==> src/rtl/tlb_refill_walker.sv <==
// TLB refill walker: on a miss, reads one PTE from a flat word-indexed page table
// and either installs the translation through the TLB write port or reports a fault.
module tlb_refill_walker #(
    parameter logic [31:0] PT_BASE        = 32'h0001_0000,
    parameter int          TIMEOUT_CYCLES = 64,
    parameter int          CORE_ID        = 0
) (
    input  logic        clk,
    input  logic        reset,
    input  logic        miss_valid,
    input  logic [31:0] miss_vaddr,
    output logic        miss_ready,
    input  logic        abort,
    output logic        mem_req,
    output logic [31:0] mem_addr,
    input  logic        mem_ready,
    input  logic [31:0] mem_data_in,
    output logic        tlb_we,
    output logic        tlb_priv,
    output logic [31:0] tlb_vaddr_out,
    output logic [19:0] tlb_paddr_out,
    output logic        walk_done,
    output logic        page_fault,
    output logic [31:0] fault_vaddr
);

    localparam int CNT_W = $clog2(TIMEOUT_CYCLES + 1);

    typedef enum logic [1:0] {IDLE, REQ, WRITE, RESP} state_t;

    state_t             state_q, state_d;
    logic [31:0]        vaddr_q, vaddr_d;
    logic [CNT_W-1:0]   cnt_q, cnt_d;
    logic               miss_ready_q, miss_ready_d;
    logic               mem_req_q, mem_req_d;
    logic [31:0]        mem_addr_q, mem_addr_d;
    logic               tlb_we_q, tlb_we_d;
    logic               tlb_priv_q, tlb_priv_d;
    logic [31:0]        tlb_vaddr_q, tlb_vaddr_d;
    logic [19:0]        tlb_paddr_q, tlb_paddr_d;
    logic               walk_done_q, walk_done_d;
    logic               page_fault_q, page_fault_d;
    logic [31:0]        fault_vaddr_q, fault_vaddr_d;

    // PTE bits [30:20] are reserved; CORE_ID only tags traffic at the arbiter.
    logic unused_s;
    assign unused_s = ^{mem_data_in[30:20], 1'(CORE_ID)};

    // Next-state and registered-output computation.
    always_comb begin
        state_d       = state_q;
        vaddr_d       = vaddr_q;
        cnt_d         = '0;
        miss_ready_d  = 1'b0;
        mem_req_d     = 1'b0;
        mem_addr_d    = 32'h0000_0000;
        tlb_we_d      = 1'b0;
        tlb_priv_d    = 1'b0;
        tlb_vaddr_d   = 32'h0000_0000;
        tlb_paddr_d   = 20'h0_0000;
        walk_done_d   = 1'b0;
        page_fault_d  = 1'b0;
        fault_vaddr_d = fault_vaddr_q;

        case (state_q)
            IDLE: begin
                if (miss_valid && !abort) begin
                    state_d    = REQ;
                    vaddr_d    = miss_vaddr;
                    mem_req_d  = 1'b1;
                    mem_addr_d = PT_BASE + {10'b00_0000_0000, miss_vaddr[31:12], 2'b00};
                end else begin
                    miss_ready_d = 1'b1;
                end
            end
            REQ: begin
                if (abort) begin
                    state_d      = IDLE;
                    miss_ready_d = 1'b1;
                end else if (mem_ready) begin
                    if (mem_data_in[31]) begin
                        state_d     = WRITE;
                        tlb_we_d    = 1'b1;
                        tlb_priv_d  = 1'b1;
                        tlb_vaddr_d = vaddr_q;
                        tlb_paddr_d = mem_data_in[19:0];
                    end else begin
                        state_d       = RESP;
                        page_fault_d  = 1'b1;
                        fault_vaddr_d = vaddr_q;
                    end
                end else if (cnt_q == CNT_W'(TIMEOUT_CYCLES - 1)) begin
                    // A response in the final cycle is taken above, so it wins over the timeout.
                    state_d       = RESP;
                    page_fault_d  = 1'b1;
                    fault_vaddr_d = vaddr_q;
                end else begin
                    cnt_d      = cnt_q + CNT_W'(1);
                    mem_req_d  = 1'b1;
                    mem_addr_d = mem_addr_q;
                end
            end
            WRITE: begin
                // The install is atomic: abort is not consulted here.
                state_d     = RESP;
                walk_done_d = 1'b1;
            end
            RESP: begin
                state_d      = IDLE;
                miss_ready_d = 1'b1;
            end
            default: begin
                state_d      = IDLE;
                miss_ready_d = 1'b1;
            end
        endcase
    end

    // State and output registers with synchronous reset.
    always_ff @(posedge clk) begin
        if (reset) begin
            state_q       <= IDLE;
            vaddr_q       <= 32'h0000_0000;
            cnt_q         <= '0;
            miss_ready_q  <= 1'b1;
            mem_req_q     <= 1'b0;
            mem_addr_q    <= 32'h0000_0000;
            tlb_we_q      <= 1'b0;
            tlb_priv_q    <= 1'b0;
            tlb_vaddr_q   <= 32'h0000_0000;
            tlb_paddr_q   <= 20'h0_0000;
            walk_done_q   <= 1'b0;
            page_fault_q  <= 1'b0;
            fault_vaddr_q <= 32'h0000_0000;
        end else begin
            state_q       <= state_d;
            vaddr_q       <= vaddr_d;
            cnt_q         <= cnt_d;
            miss_ready_q  <= miss_ready_d;
            mem_req_q     <= mem_req_d;
            mem_addr_q    <= mem_addr_d;
            tlb_we_q      <= tlb_we_d;
            tlb_priv_q    <= tlb_priv_d;
            tlb_vaddr_q   <= tlb_vaddr_d;
            tlb_paddr_q   <= tlb_paddr_d;
            walk_done_q   <= walk_done_d;
            page_fault_q  <= page_fault_d;
            fault_vaddr_q <= fault_vaddr_d;
        end
    end

    assign miss_ready    = miss_ready_q;
    assign mem_req       = mem_req_q;
    assign mem_addr      = mem_addr_q;
    assign tlb_we        = tlb_we_q;
    assign tlb_priv      = tlb_priv_q;
    assign tlb_vaddr_out = tlb_vaddr_q;
    assign tlb_paddr_out = tlb_paddr_q;
    assign walk_done     = walk_done_q;
    assign page_fault    = page_fault_q;
    assign fault_vaddr   = fault_vaddr_q;

endmodule

==> config.mk <==
export PLATFORM = sky130hd
export DESIGN_NAME = tlb_refill_walker
export DESIGN_NICKNAME = d
export VERILOG_FILES = /design/src/rtl/tlb_refill_walker.sv
export SDC_FILE = /design/constraint.sdc
export NUM_CORES = 1
export LEC_CHECK = 0
export ABC_AREA = 1
export BUFFER_PORTS_ARGS = -buffer_cell sky130_fd_sc_hd__buf_2
export CAP_MARGIN = 0
export CORE_MARGIN = 1.5
export CORE_UTILIZATION = 46
export CTS_BUF_LIST = sky130_fd_sc_hd__clkbuf_8
export DETAILED_ROUTE_END_ITERATION = 10
export GPL_ROUTABILITY_DRIVEN = 1
export GPL_TIMING_DRIVEN = 0
export PLACE_DENSITY = 0.84
export SLEW_MARGIN = 20
export SYNTH_ARGS = -nofsm -noshare
export SYNTH_HDL_FRONTEND = slang
export SYNTH_SLANG_ARGS = --single-unit
==> constraint.sdc <==
create_clock -name clk -period 1.4 [get_ports clk]
set_clock_uncertainty 0.15 [all_clocks]
set_input_delay 0.14 -clock clk [delete_from_list [all_inputs] [get_ports clk]]
set_output_delay 0.14 -clock clk [all_outputs]
set_load 0.01 [all_outputs]
==> flow_summary_export.csv <==
group,metric,value,unit
clocking,ctsHtreeMaxLevel,4,
worst_setup_path,cp_max_fo,10,
sta,rsz0062_at_grt,"true",
detailed_routing,drt_pass1_iterations,5,
global_route,grt_busiest_layer,"met2",
sta,fmax,590,MHz
synth,ys_types,30,
cells_and_area,mostFrequentLayoutCells,"buf_2, dfxtp_1, inv_1, a21oi_2, dlygate4sd3_1",
cells_and_area,stdcell_count,1056,
min_path,whs_path_depth,5,
global_route,grt_first_pass_wirelength,24.6,mm
status,violations,"setup timing",
synth,yosysSeqAreaShare,58.7,%
power,ir_worst_vdd,0.765,mV
global_route,use_met1,30.9,%
sta,tns,-25620,ps
detailed_routing,antenna_left,0,
global_route,use_met3,5.92,%
cells_and_area,post_route_cells_drive_above_1_share,55.9,%
cells_and_area,final_common_cell,"buf_2",
placement,place_inst,919,
cells_and_area,syn2layout_area_growth,75.2,%
clocking,numCtsBuffers,17,
placement,place_area,6240,um2
global_route,antenna_found_initial,0,
sta,fin_ws,-294,ps
cells_and_area,post-route-cell-area,9010,um2
sta,finalCriticalPeriod,1690,ps
global_route,grt_util_met2,47.1,%
synth,yosysWarnings,0,
global_route,grt_max_degree,17,
global_route,grt_pass1_vias,5044,
sta,hold_viol,0,
power,power_density,1000,nW/um2
detailed_routing,drt-vias-per-instance,5.20,
run,cap_violations,0,
cells_and_area,nNetsFinal,974,
sta,relSlewSlack,45.7,%
floorplan,rows,38,
synth,synth_area,5150,um2
cells_and_area,num_antenna_cells,0,
global_route,grtUsageTotal,27.3,%
sta,fin_crit_sh,121,%
clocking,clkTransAtPathRegs,90,ps
placement,dp_slack,-218,ps
min_path,hold_path.class,"primary input to register",
clocking,cts_sinks,151,
placement,io_buffer_count,168,
synth,postSynthCellCount,601,
synth,synth-seq-cells,151,
detailed_routing,wl_per_cell,19.2,um
floorplan,fp.dieH,109,um
placement,gp_congestion,0.839,
power,p_leak,4.11,nW
clocking,cts_tree,"built",
clocking,cts-root-buf,"clkbuf_8",
clocking,cts_buffer_depth,2,
floorplan,core,10900,um2
synth,avgSynthCellArea,8.56,um2
floorplan,die_area,11800,um2
detailed_routing,drc,0,
floorplan,start_util,47.3,%
sta,drv_slew,0,
sta,finalSetupViolCount,151,
worst_setup_path,cp.arrival,1880,ps
worst_setup_path,r2r_cells,8,
cells_and_area,n_fill_cell,551,
worst_setup_path,crit_path_start_kind,"register",
worst_setup_path,worstSetupPathType,"register to register",
cells_and_area,post-route-util,82.8,%
placement,dp_hpwl,9.32,mm
worst_setup_path,timing.critical_path.to_type,"register",
sta,tightest_slew,814,ps
clocking,clk_latency,440,ps
floorplan,die_w,109,um
detailed_routing,drt-initial-drc-count,476,
detailed_routing,finalWirelength,20.2,mm
worst_setup_path,critPathRequiredTime,1580,ps
detailed_routing,dr_total_vias,5489,
status,status,"complete, but fails checks",
floorplan,ios,191,
global_route,overflow,0,
-- worst max-delay path, stage by stage (launching register included) --
cell	delay (ps)
dfxtp_4	380
inv_6	50
nor2_4	160
nand2_4	100
nor2_8	180
buf_4	150
buf_8	130
nand3_1	80
a21oi_1	220
-- cell usage after synthesis (all sizes together) --
library cell	count	share of area, %
nand3	41	4.0
dfxtp	151	59
a21oi	86	8.4
buf	35	5.0
ha	2	0.49
nand2	106	8.3
clkbuf	9	0.66
nand3b	1	0.15
nor2	70	5.8
o211a	1	0.19
nor3b	2	0.29
conb	1	0.073
nor3	1	0.097
inv	68	5.0
o21bai	1	0.15
xor2	2	0.34
o21ai	19	1.8
nand4	2	0.24
or2	3	0.36
-- power by group --
group	switching, mW	internal [mW]
Clock	1.84	1.51
Sequential	0.0970	4.39
Combinational	0.648	0.576
-- per-layer routing --
| layer | part of all wire (%) | wire (um) |
|---|---|---|
| met1 | 37 | 7550 |
| met2 | 50 | 10100 |
| met3 | 8.0 | 1630 |
| met4 | 4.5 | 916 |
| met5 | 0 | 0 |
-- sequential cells by signal, summed over array words and instances (netlist names), named ones only --
register	count
cnt_q	7
mem_addr	21
tlb_vaddr_out	32
vaddr_q	32
mem_req	1
miss_ready	1
walk_done	1
state_q	1
tlb_priv	1
page_fault	1
fault_vaddr	32
tlb_paddr_out	20
-- path summary, 6_finish.rpt --
| kind | startpoint | to | slack [ps] |
|---|---|---|---|
| worst max-delay path | state_q[0] | fault_vaddr[16] | -290 |
| worst min-delay path | mem_ready | mem_req | 50 |
| worst max register to register | state_q[0] | fault_vaddr[16] | -290 |
| worst min register to register | fault_vaddr[6] | fault_vaddr[6] | 320 |
-- metrics by stage --
stage               power, mW  hold WS, ps
detailed placement       5.13          209
global route             9.30         43.0
global placement         5.11          202
CTS                      8.54        -32.7
floorplan                4.89          102
finish                   9.05         45.4
-- layout make-up --
cell class,count,area [um2],share of cell area (%)
sequential,151,3030,33.6
multi-input combinational,348,2600,28.9
timing repair buffer,274,2070,23.0
buffer,43,473,5.25
inverter,68,270,3.00
clock buffer,18,248,2.75
tap,140,175,1.94
clock inverter,14,140,1.55
-- repair_timing --
| action | CTS | global route |
|---|---|---|
| cloned | 5 | 9 |
| pin swaps | 19 | 45 |
| gates resized for setup | 112 | 263 |
| hold buffers | 55 | 2 |
| setup buffers | 23 | 14 |
| endpoints found under the hold margin | 77 | 3 |
| setup endpoints to repair | 136 | 149 |
-- cells by family (layout without fill, tap and decap cells) --
logic type	Yosys count	in the layout	synth area share [%]
XOR/XNOR	2	2	0.340
flip-flops	151	151	58.7
AND/OR/NAND/NOR	226	226	19.2
other	1	11	0.0729
buffers and inverters	112	417	10.6
adder cells (fa/ha/maj)	2	2	0.486
AO/OA/AOI/OAI	107	107	10.6
(Power assumes the default switching activity.)
